<file path="config.mk">
export PLATFORM = sky130hd
export DESIGN_NAME = led_seq_ctrl
export DESIGN_NICKNAME = d
export VERILOG_FILES = /design/src/rtl/led_seq_ctrl.sv
export SDC_FILE = /design/constraint.sdc
export NUM_CORES = 1
export LEC_CHECK = 0
export BUFFER_PORTS_ARGS = -buffer_cell sky130_fd_sc_hd__buf_2
export CAP_MARGIN = 20
export CORE_MARGIN = 2
export CORE_UTILIZATION = 59
export CTS_CLUSTER_DIAMETER = 60
export CTS_CLUSTER_SIZE = 24
export DETAILED_ROUTE_END_ITERATION = 8
export GPL_TIMING_DRIVEN = 0
export PLACE_DENSITY = 0.84
export SYNTH_ARGS = -nofsm -noshare
export SYNTH_HDL_FRONTEND = slang
export SYNTH_SLANG_ARGS = --single-unit
</file>
<file path="constraint.sdc">
create_clock -name clk -period 3.1 [get_ports clk]
set_input_delay 0.465 -clock clk [delete_from_list [all_inputs] [get_ports clk]]
set_output_delay 0.465 -clock clk [all_outputs]
set_load 0.05 [all_outputs]
</file>
<file path="src/rtl/led_seq_ctrl.sv">
// Sequencer for the 8-LED board: scan position counter, tick prescaler and IDLE/RUN/HOLD FSM.
// Pattern requests are latched only at period boundaries so a sweep is never cut short.
module led_seq_ctrl #(
    parameter int PRESCALE = 4,
    parameter int PRE_W    = 25
) (
    input  logic       clk,
    input  logic       reset,
    input  logic       start,
    input  logic       stop,
    input  logic       hold,
    input  logic [1:0] mode,
    output logic [7:0] led,
    output logic [2:0] pos,
    output logic [1:0] cur_mode,
    output logic       busy,
    output logic       step,
    output logic       wrap
);

    typedef enum logic [1:0] {
        ST_IDLE = 2'd0,
        ST_RUN  = 2'd1,
        ST_HOLD = 2'd2
    } state_t;

    localparam logic [PRE_W-1:0] PRE_LAST = PRE_W'(PRESCALE - 1);

    state_t             r_state;
    logic [PRE_W-1:0]   r_pre;
    logic [2:0]         r_pos;
    logic               r_dir;
    logic [1:0]         r_cur_mode;
    logic [7:0]         r_led;
    logic               r_busy;
    logic               r_step;
    logic               r_wrap;

    state_t             w_state_nx;
    logic [PRE_W-1:0]   w_pre_nx;
    logic [2:0]         w_pos_nx;
    logic               w_dir_nx;
    logic [1:0]         w_mode_nx;
    logic [7:0]         w_led_nx;
    logic               w_step_nx;
    logic               w_wrap_nx;
    logic               w_tick;
    logic [2:0]         w_adv_pos;
    logic               w_adv_dir;
    logic               w_terminal;

    function automatic logic [2:0] init_pos(input logic [1:0] md);
        return (md == 2'b01) ? 3'd0 : 3'd7;
    endfunction

    function automatic logic [7:0] led_pattern(input logic [1:0] md, input logic [2:0] p);
        logic [7:0] v;
        case (md)
            2'b11:   v = p[0] ? 8'hFF : 8'h00;
            default: v = 8'h01 << p;
        endcase
        return v;
    endfunction

    // Position the current pattern would move to on a tick, and whether that tick closes the period
    always_comb begin
        w_adv_pos  = r_pos;
        w_adv_dir  = 1'b0;
        w_terminal = 1'b0;
        case (r_cur_mode)
            2'b01: begin
                w_adv_pos  = r_pos + 3'd1;
                w_terminal = (r_pos == 3'd7);
            end
            2'b10: begin
                if (r_dir) begin
                    w_adv_pos  = r_pos + 3'd1;
                    w_adv_dir  = 1'b1;
                    w_terminal = (r_pos == 3'd6);
                end else if (r_pos == 3'd0) begin
                    w_adv_pos  = 3'd1;
                    w_adv_dir  = 1'b1;
                end else begin
                    w_adv_pos  = r_pos - 3'd1;
                end
            end
            default: begin
                w_adv_pos  = r_pos - 3'd1;
                w_terminal = (r_pos == 3'd0);
            end
        endcase
    end

    // Next-state logic; the LED value is derived from the next-state position and mode
    always_comb begin
        w_state_nx = r_state;
        w_pre_nx   = r_pre;
        w_pos_nx   = r_pos;
        w_dir_nx   = r_dir;
        w_mode_nx  = r_cur_mode;
        w_step_nx  = 1'b0;
        w_wrap_nx  = 1'b0;
        w_tick     = (r_state == ST_RUN) && (r_pre == PRE_LAST);

        if (stop) begin
            w_state_nx = ST_IDLE;
            w_pre_nx   = '0;
            w_pos_nx   = 3'd7;
            w_dir_nx   = 1'b0;
        end else begin
            case (r_state)
                ST_IDLE: begin
                    if (start) begin
                        w_state_nx = ST_RUN;
                        w_mode_nx  = mode;
                        w_pos_nx   = init_pos(mode);
                        w_dir_nx   = 1'b0;
                        w_pre_nx   = '0;
                    end else begin
                        w_pre_nx   = '0;
                    end
                end
                ST_RUN: begin
                    // A tick coinciding with hold still completes; freezing starts afterwards
                    w_state_nx = hold ? ST_HOLD : ST_RUN;
                    if (w_tick) begin
                        w_pre_nx  = '0;
                        w_step_nx = 1'b1;
                        if (w_terminal) begin
                            w_wrap_nx = 1'b1;
                            w_mode_nx = mode;
                            w_pos_nx  = init_pos(mode);
                            w_dir_nx  = 1'b0;
                        end else begin
                            w_pos_nx  = w_adv_pos;
                            w_dir_nx  = w_adv_dir;
                        end
                    end else begin
                        w_pre_nx = r_pre + {{(PRE_W-1){1'b0}}, 1'b1};
                    end
                end
                ST_HOLD: begin
                    w_state_nx = hold ? ST_HOLD : ST_RUN;
                end
                default: begin
                    w_state_nx = ST_IDLE;
                    w_pre_nx   = '0;
                    w_pos_nx   = 3'd7;
                    w_dir_nx   = 1'b0;
                end
            endcase
        end

        w_led_nx = (w_state_nx == ST_IDLE) ? 8'h00 : led_pattern(w_mode_nx, w_pos_nx);
    end

    // State and output registers
    always_ff @(posedge clk or posedge reset) begin
        if (reset) begin
            r_state    <= ST_IDLE;
            r_pre      <= '0;
            r_pos      <= 3'd7;
            r_dir      <= 1'b0;
            r_cur_mode <= 2'b00;
            r_led      <= 8'h00;
            r_busy     <= 1'b0;
            r_step     <= 1'b0;
            r_wrap     <= 1'b0;
        end else begin
            r_state    <= w_state_nx;
            r_pre      <= w_pre_nx;
            r_pos      <= w_pos_nx;
            r_dir      <= w_dir_nx;
            r_cur_mode <= w_mode_nx;
            r_led      <= w_led_nx;
            r_busy     <= (w_state_nx != ST_IDLE);
            r_step     <= w_step_nx;
            r_wrap     <= w_wrap_nx;
        end
    end

    assign led      = r_led;
    assign pos      = r_pos;
    assign cur_mode = r_cur_mode;
    assign busy     = r_busy;
    assign step     = r_step;
    assign wrap     = r_wrap;

endmodule

</file>
==> results of run 1 <==
==> cell usage in the layout, fill, tap and decap left out, drive strengths merged, types with 5 or more instances in the layout <==
master,count
dfrtp,41
o21ai,25
nor2,22
buf,22
nand2,22
xor2,13
nand3,13
inv,13
a21oi,12
ha,12
clkbuf,11
nor2b,9
and4,7
nand2b,7
and3,7
a31oi,6
o31ai,6
nand4,6
nor3,5
nor4,5
==> state kept, by name, indices dropped and copies added (netlist names) <==
name,count
r_pre,25
led,8
pos,3
cur_mode,2
r_state,2
busy,1
r_dir,1
step,1
wrap,1
==> path summary, 6_finish.rpt <==
path,start,cells after the start,slack (ns),to
worst max-delay path,cur_mode[0],9,0.31,led[2]
worst min-delay path,reset,2,0.35,r_pre[7]
worst max register to register,cur_mode[0],9,0.31,led[2]
worst min register to register,r_pre[0],1,0.53,r_pre[0]
max in group asynchronous,reset,2,2.18,r_pre[17]
min in group clk,stop,2,0.41,wrap
==> final cells by class <==
cell class	instances	area [um^2]	share of cell area
multi-input cells	208	1430	0.500
flip-flops and latches	44	1100	0.387
repair buffers	22	110	0.0386
clock buffers	6	72.6	0.0254
well taps	52	65.1	0.0228
inverters	13	48.8	0.0171
plain buffers	5	18.8	0.00658
clock inverters	1	5.00	0.00176
==> per-stage QoR <==
step	std cells	instance area, um^2	hold WS [ns]
floorplan	270	2600	0.490
finish	351	2850	0.354
detailed placement	344	2770	0.526
global placement	344	2770	0.516
CTS	351	2850	0.391
global route	351	2850	0.439
==> kinds of logic (layout without fill, tap and decap cells) <==
family,after synthesis,count (layout)
flip-flops,44,44
multiplexers,2,2
XOR/XNOR,16,16
AO/OA/AOI/OAI,66,66
adder cells (fa/ha/maj),12,12
buffers and inverters,18,47
AND/OR/NAND/NOR,112,112
==> per-layer routing <==
layer | share of wire | global-route usage | vias to the layer above
li1 | - | - | 1031
met1 | 0.48 | 0.331 | 1013
met2 | 0.46 | 0.355 | 40
met3 | 0.041 | 0.0462 | 7
met4 | 0.015 | 0.0748 | 0
met5 | 0 | 0 | -
==> power by group through the flow <==
stage | registers (mW) | clock network [mW] | logic, mW
2_1_floorplan | 0.880 | 0 | 0.420
3_3_place_gp | 0.690 | 0 | 0.771
3_5_place_dp | 0.691 | 0 | 0.779
4_1_cts | 0.680 | 0.346 | 0.786
5_1_grt | 0.689 | 0.364 | 0.865
6_report | 0.679 | 0.335 | 0.789
==> impl_metrics.ini, run 1 <==
[run_status]
status = finished, final reports clean

[final_layout]
drive_gt1_frac = 0.164
syn_to_final_growth_pct = 9.73
final_net_count = 318
diodes = 0
fin_util = 0.664
nFillCells = 345

[yosys]
ys_types = 48
synth_edf_count = 0
yosysSeqAreaShare = 0.425
synthMuxAreaShare = 0.00867
synth.top_cell.area_share = 0.395
avgSynthCellArea_um2 = 9.62
yosys-top-cells-area = dfrtp_1 (39%), ha_1 (5.8%), o21ai_0 (4.6%), xor2_1 (4.4%), nor2_1 (3.2%)
synth_most_common_cell = dfrtp_1
async_flop_share = 1.00
yosysWarnings = 0
yosys.area_share.simple = 0.264
ys_top_cells_by_count = dfrtp_1 (41), o21ai_0 (24), nor2_1 (22), nand2_1 (21)
ys_ff_latch = 44
synth_xor_xnor_area_share = 0.0539
post_synth_fa_ha_maj_area_fraction = 0.0578
syn_inst = 270
synthesis.area_mm2 = 0.00260
synth_ff_type = dfrtp_1
syn-num-nets = 289
yosysTopAreaCell = dfrtp_1
synth_top_family_by_area = simple AND/OR/NAND/NOR gates
synth_compound_area_frac = 0.165

[worst_setup_path]
crit_path_max_fanout = 10
path_buf_inv = 2
crit_arrival_ns = 2.99
cpPeakStageDelay_ns = 0.45
startpoint_type = flip-flop
end_kind = flip-flop
crit_chain = inv_1 -> ha_1 -> clkbuf_1 -> a22o_1 -> nor4_1 -> a222oi_1 -> a22oi_1 -> or2_4 -> o31ai_1
critical_path.slowest_cell = a222oi_1
critical_path_class = flip-flop to flip-flop
cp.required_ns = 3.29
path_delay_family = compound AO/OA/AOI/OAI gates

[job]
cap_violations = 0

[sta]
rsz0062_at_grt = no
relSlewSlack = 0.400
setup_tns_ns = 0
skew_ns = 0.00768
setup_ws_ns = 0.306
worstMarginPinSlew_ns = 0.898
setup_violations = 0
fmax_ghz = 0.358
slew_violations = 0
hold_violations = 0
finalCritPeriodShare = 0.901
fin_crit_ns = 2.79

[global_route]
grt_pass1_vias = 1958
overflow = 0
antenna_found_initial = 0
grt_usage = 0.232
grt_pass1_wl_um = 9140
grt_max_degree = 45

[clocking]
numCtsBuffers = 5
clkLatencyLatePin_ns = 0.30
htreeDepth = 2
clock_path_buffers = 2
ctsHoldBuffers = 0
clock-sinks = 44
post_cts.repair.setup_buffers = 0
cts_resized = 0
clk_pin_slew_ns = 0.07
cts.root.buffer_cell = clkbuf_8
cts_tree = built

[routing]
vias = 2091
drt_iter0_drc = 144
drc_errors = 0
wire_per_inst_um = 14.6
ant_nets = 0
routed_via_density = 5.96
first_pass_iters = 4
drt_wl_total_um = 5140

[pwr]
seqPwrFrac = 0.377
post-layout-total-power_mw = 1.80
ir_drop_mv = 0.292
p_sw_mw = 0.776
power.internal_mw = 1.03
leakage_nw = 1.28
combPwrFrac = 0.438
switching_share = 0.430
p_clk_frac = 0.186
power_density_mw_per_mm2 = 632

[floorplanning]
rows = 24
core_mm2 = 0.00429
die-width_um = 70.4
dieHeight_um = 70.4
io_pins = 23
dieArea_mm2 = 0.00495
start_util = 0.605

[placement]
place.gp.congestion = 0.891
portBuffers = 22
hpwlAfterDp_um = 3730
place_ws_ns = 0.401

[worst_hold_path]
hp-class = input port to async pin
(Power assumes the default switching activity.)
==> inputs of run 2 (changes only) <==
--- a/config.mk
+++ b/config.mk
@@ -7,8 +7,10 @@
 export LEC_CHECK = 0
 export BUFFER_PORTS_ARGS = -buffer_cell sky130_fd_sc_hd__buf_2
 export CAP_MARGIN = 20
+export CELL_PAD_IN_SITES_DETAIL_PLACEMENT = 0
+export CELL_PAD_IN_SITES_GLOBAL_PLACEMENT = 1
 export CORE_MARGIN = 2
-export CORE_UTILIZATION = 59
+export CORE_UTILIZATION = 46
 export CTS_CLUSTER_DIAMETER = 60
 export CTS_CLUSTER_SIZE = 24
 export DETAILED_ROUTE_END_ITERATION = 8
==> run 2 against run 1 <==
Compared with the run above:
- clock power is 32% higher
- worst hold slack worse by 0.17 ns
- global-route usage is 3.9 points lower
- clock skew is 0.0041 ns higher
- first-iteration DRC count is 38% lower
- via count is 0.19% higher
- combinational power is 0.8% higher
- flip-flop and latch count stayed put
- design area is 2.9% higher
- utilization is 13 points lower
- non-clock buffer count is 1 higher
- largest cell class unchanged
- highest routed layer unchanged
==> impl_metrics.ini, run 2 (same netlist as run 1, synthesis figures left out) <==
[worst_setup_path]
timing.rr.start = cur_mode[0]
startpoint_type = flip-flop
end_kind = flip-flop
critical_path_class = flip-flop to flip-flop
rrSetupSlack_ns = 0.41
cp.required_ns = 3.31
endpoint = led[0]
critPathLaunch = cur_mode[0]
reg2reg_to = led[0]
crit_arrival_ns = 2.90
rr_worst_depth = 10
crit_path_max_fanout = 10

[clocking]
cts_resized = 0
cts_tree = built
cts.root.buffer_cell = clkbuf_8
clkLatencyLatePin_ns = 0.29
clock-sinks = 44
clk_pin_slew_ns = 0.09
post_cts.repair.setup_buffers = 0
ctsHoldBuffers = 0
htreeDepth = 2
numCtsBuffers = 5
clock_path_buffers = 2

[global_route]
grt_pass1_wl_um = 9600
overflow = 0
antenna_found_initial = 0
grt_pass1_vias = 2032
grt_max_degree = 45
grt_usage = 0.192

[sta]
hold_violations = 0
setup_violations = 0
hold-worst-slack_ns = 0.183
worstMarginPinSlew_ns = 0.711
fmax_ghz = 0.372
fin_crit_ns = 2.69
skew_ns = 0.0118
relSlewSlack = 0.522
rsz0062_at_grt = no
setup_tns_ns = 0
slew_violations = 0
finalCritPeriodShare = 0.867

[routing]
ant_nets = 0
drc_errors = 0
first_pass_iters = 4
vias = 2095
drt_iter0_drc = 89
routed_via_density = 5.62
wire_per_inst_um = 14.3
drt_wl_total_um = 5330

[final_layout]
final_common_cell = dfrtp_1
diodes = 0
registers.top_by_ff_count = r_pre
largest_reg_flops = 25
multi_input_area_mm2 = 0.00143
fin_util = 0.536
seq_area_mm2 = 0.00110
nFillCells = 525
syn_to_final_growth_pct = 13.0
final_net_count = 319
layout_common_cells = dfrtp_1 (41), o21ai_0 (24), nor2_1 (22), buf_2 (22), nand2_1 (21)
drive_gt1_frac = 0.173

[job]
cap_violations = 0

[pwr]
post-layout-total-power_mw = 1.92
ir_drop_mv = 0.307
leakage_nw = 1.30
power_density_mw_per_mm2 = 654

[run_status]
status = finished, final reports clean

[floorplanning]
start_util = 0.475
core_mm2 = 0.00547
io_pins = 23
die-width_um = 79.2
dieHeight_um = 79.2
rows = 27
dieArea_mm2 = 0.00627

[placement]
place.gp.congestion = 0.827
hpwlAfterDp_um = 4000
portBuffers = 22

[worst_hold_path]
hp-class = input port to async pin
-- run 2: final cells by class --
type / instances / share of cell area
Buffer: 5 / 0.00639
Clock buffer: 5 / 0.0234
Clock inverter: 3 / 0.0162
Inverter: 13 / 0.0166
Multi-Input combinational cell: 208 / 0.486
Sequential cell: 44 / 0.376
Tap cell: 72 / 0.0307
Timing Repair Buffer: 23 / 0.0443
-- run 2: worst min path at each step --
stage / start / endpoint / slack, ns
2_1_floorplan: r_pre[0] / r_pre[0] / 0.49
3_3_place_gp: r_pre[0] / r_pre[0] / 0.52
3_5_place_dp: reset / r_pre[21] / 0.51
4_1_cts: reset / r_pre[21] / 0.20
5_1_grt: reset / r_pre[23] / 0.19
6_report: reset / r_pre[21] / 0.18
-- run 2: report_power, final --
part           leakage, nW  switching [mW]  internal [mW]
clock               0.0583           0.200          0.243
sequential           0.591          0.0438          0.637
combinational        0.653           0.554          0.241
-- run 2: routing by layer --
layer  wire length, um  GRT usage
met1              2540      0.264
met4                36     0.0638
met3               233     0.0318
met2              2520      0.309
met5                 0          0
-- run 2: critical path, cell delays in order (launching register included) --
cell and delay [ns]:
dfrtp_1 0.44, inv_1 0.08, ha_1 0.31, clkbuf_1 0.21, nand2b_1 0.19, a211oi_1 0.22, nand3b_1 0.14, o2111ai_1 0.11
a221o_1 0.41, or2_2 0.31, o31ai_1 0.19
-- run 2: metrics by stage --
stage                     setup slack (ns)  instance area (um^2)  instances
final                                0.413                  2940        373
after floorplan                      0.363                  2600        270
after CTS                            0.403                  2940        373
after global routing                0.0998                  2940        373
after detailed placement             0.426                  2820        365
after global placement               0.390                  2800        364
==> inputs of run 3 (changes only) <==
--- a/config.mk
+++ b/config.mk
@@ -15,7 +15,9 @@
 export CTS_CLUSTER_SIZE = 24
 export DETAILED_ROUTE_END_ITERATION = 8
 export GPL_TIMING_DRIVEN = 0
+export HOLD_SLACK_MARGIN = 0.06
 export PLACE_DENSITY = 0.84
+export RECOVER_POWER = 100
 export SYNTH_ARGS = -nofsm -noshare
 export SYNTH_HDL_FRONTEND = slang
 export SYNTH_SLANG_ARGS = --single-unit
==> run 3 against run 2 <==
Compared with the run above:
- the run now ends with capacitance limit, slew limit left
- flip-flop and latch count unchanged
- setup slack got worse by 0.016 ns
- clock power about the same
- largest cell class unchanged
- wire length increased by 0.60%
- clock skew decreased by 0.0046 ns
==> impl_metrics.ini, run 3 (same netlist as run 1, synthesis figures left out) <==
[sta]
skew_ns = 0.00717
finalCritPeriodShare = 0.872
slew_violations = 45
rsz0062_at_grt = no
fin_crit_ns = 2.70
hold_violations = 0
relSlewSlack = -0.517
worstMarginPinSlew_ns = 2.28
setup_tns_ns = 0
fmax_ghz = 0.370
setup_violations = 0

[global_route]
overflow = 0
antenna_found_initial = 0
grt_pass1_wl_um = 9600
grt_pass1_vias = 2032
grt_usage = 0.192
grt_max_degree = 45

[routing]
ant_nets = 0
drc_errors = 0
vias = 2067
m1WireLength_um = 2600
wl_met3_um = 202
highest_layer = met4
drt_wl_total_um = 5360
routed_via_density = 5.54
first_pass_iters = 5
wire_per_inst_um = 14.4
drt_iter0_drc = 95
met2WireLength_um = 2530

[worst_setup_path]
path_delay_family = compound AO/OA/AOI/OAI gates
cp.depth = 10
cpPeakStageDelay_ns = 0.44
startpoint_type = flip-flop
critical_path.slowest_cell = dfrtp_1
crit_arrival_ns = 2.91
crit_path_max_fanout = 10
rr_worst_depth = 10
critical_path_class = flip-flop to flip-flop
cp.required_ns = 3.31
path_buf_inv = 2
end_kind = flip-flop
crit_chain = inv_1 -> ha_1 -> clkbuf_1 -> nand2b_1 -> a211oi_1 -> nand3b_1 -> o2111ai_1 -> a221o_1 -> or2_2 -> o31ai_1

[placement]
hpwlAfterDp_um = 4000
portBuffers = 22
place.gp.congestion = 0.827
dpl-instance-area_mm2 = 0.00282

[final_layout]
final_net_count = 319
layout_common_cells = dfrtp_1 (41), o21ai_0 (24), clkbuf_1 (22), nor2_1 (22), nand2_1 (22)
largest_reg_flops = 25
diodes = 0
final_area_mm2 = 0.00289
registers.top_by_ff_count = r_pre
drive_gt1_frac = 0.106
syn_to_final_growth_pct = 11.3
final_common_cell = dfrtp_1

[clocking]
cts.root.buffer_cell = clkbuf_8
cts_resized = 0
post_cts.repair.setup_buffers = 0
ctsHoldBuffers = 0
numCtsBuffers = 5
clk_pin_slew_ns = 0.09
clock-sinks = 44
cts_tree = built
htreeDepth = 2
clkLatencyLatePin_ns = 0.29
clock_path_buffers = 2

[pwr]
power_density_mw_per_mm2 = 657
ir_drop_mv = 0.299
leakage_nw = 1.24

[run_status]
status = finished, violations left
violations = capacitance limit, slew limit

[floorplanning]
dieHeight_um = 79.2
io_pins = 23
die-width_um = 79.2
dieArea_mm2 = 0.00627
core_mm2 = 0.00547
rows = 27
start_util = 0.475

[worst_hold_path]
hp-class = input port to flip-flop
worstHoldPathCells = 2

[job]
cap_violations = 1
[run 3: cell types whose count changed in the layout (fill, tap and decap cells not counted)]
cell and change:
nand3_2 -1, buf_12 -1, nand3_1 +1, inv_2 -1
nand2_1 +1, inv_1 +1, buf_2 -16, clkbuf_1 +17
nand2_2 -1
[run 3: through the flow]
step	instances	setup slack [ns]	hold WS, ns	power (mW)	utilization
2_1_floorplan	270	0.363	0.490	1.30	-
3_3_place_gp	364	0.390	0.518	1.47	0.511
3_5_place_dp	365	0.426	0.515	1.49	0.515
4_1_cts	373	0.403	0.196	1.94	0.536
5_1_grt	373	0.0530	0.433	2.03	0.528
6_report	373	0.397	0.421	1.90	0.528
[run 3: report_power, final]
| part | leakage [nW] | internal, mW | total [mW] | switching, mW |
|---|---|---|---|---|
| Sequential | 0.591 | 0.638 | 0.684 | 0.0459 |
| Clock | 0.0583 | 0.243 | 0.445 | 0.202 |
| Combinational | 0.590 | 0.222 | 0.773 | 0.551 |
[run 3: path summary, 6_finish.rpt]
| kind | endpoint | slack [ns] | from |
|---|---|---|---|
| worst max register to register | led[0] | 0.40 | cur_mode[0] |
| worst min register to register | r_pre[0] | 0.55 | r_pre[0] |
| min in group asynchronous | r_pre[21] | 1.00 | reset |
| worst max-delay path | led[0] | 0.40 | cur_mode[0] |
| worst min-delay path | wrap | 0.42 | stop |
| max in group asynchronous | r_pre[5] | 0.79 | reset |
[run 3: layout make-up]
cell class | count | area [um^2]
flip-flops and latches | 44 | 1100
multi-input cells | 208 | 1420
well taps | 72 | 90.1
plain buffers | 5 | 18.8
repair buffers | 23 | 93.8
clock buffers | 5 | 68.8
inverters | 13 | 48.8
clock inverters | 3 | 47.5
fillers | 540 | 2580
[run 3: metal layers]
metal  up-vias  track usage
li1       1037            -
met1       992        0.264
met2        36        0.309
met3         2       0.0318
met4         0       0.0638
met5         -            0
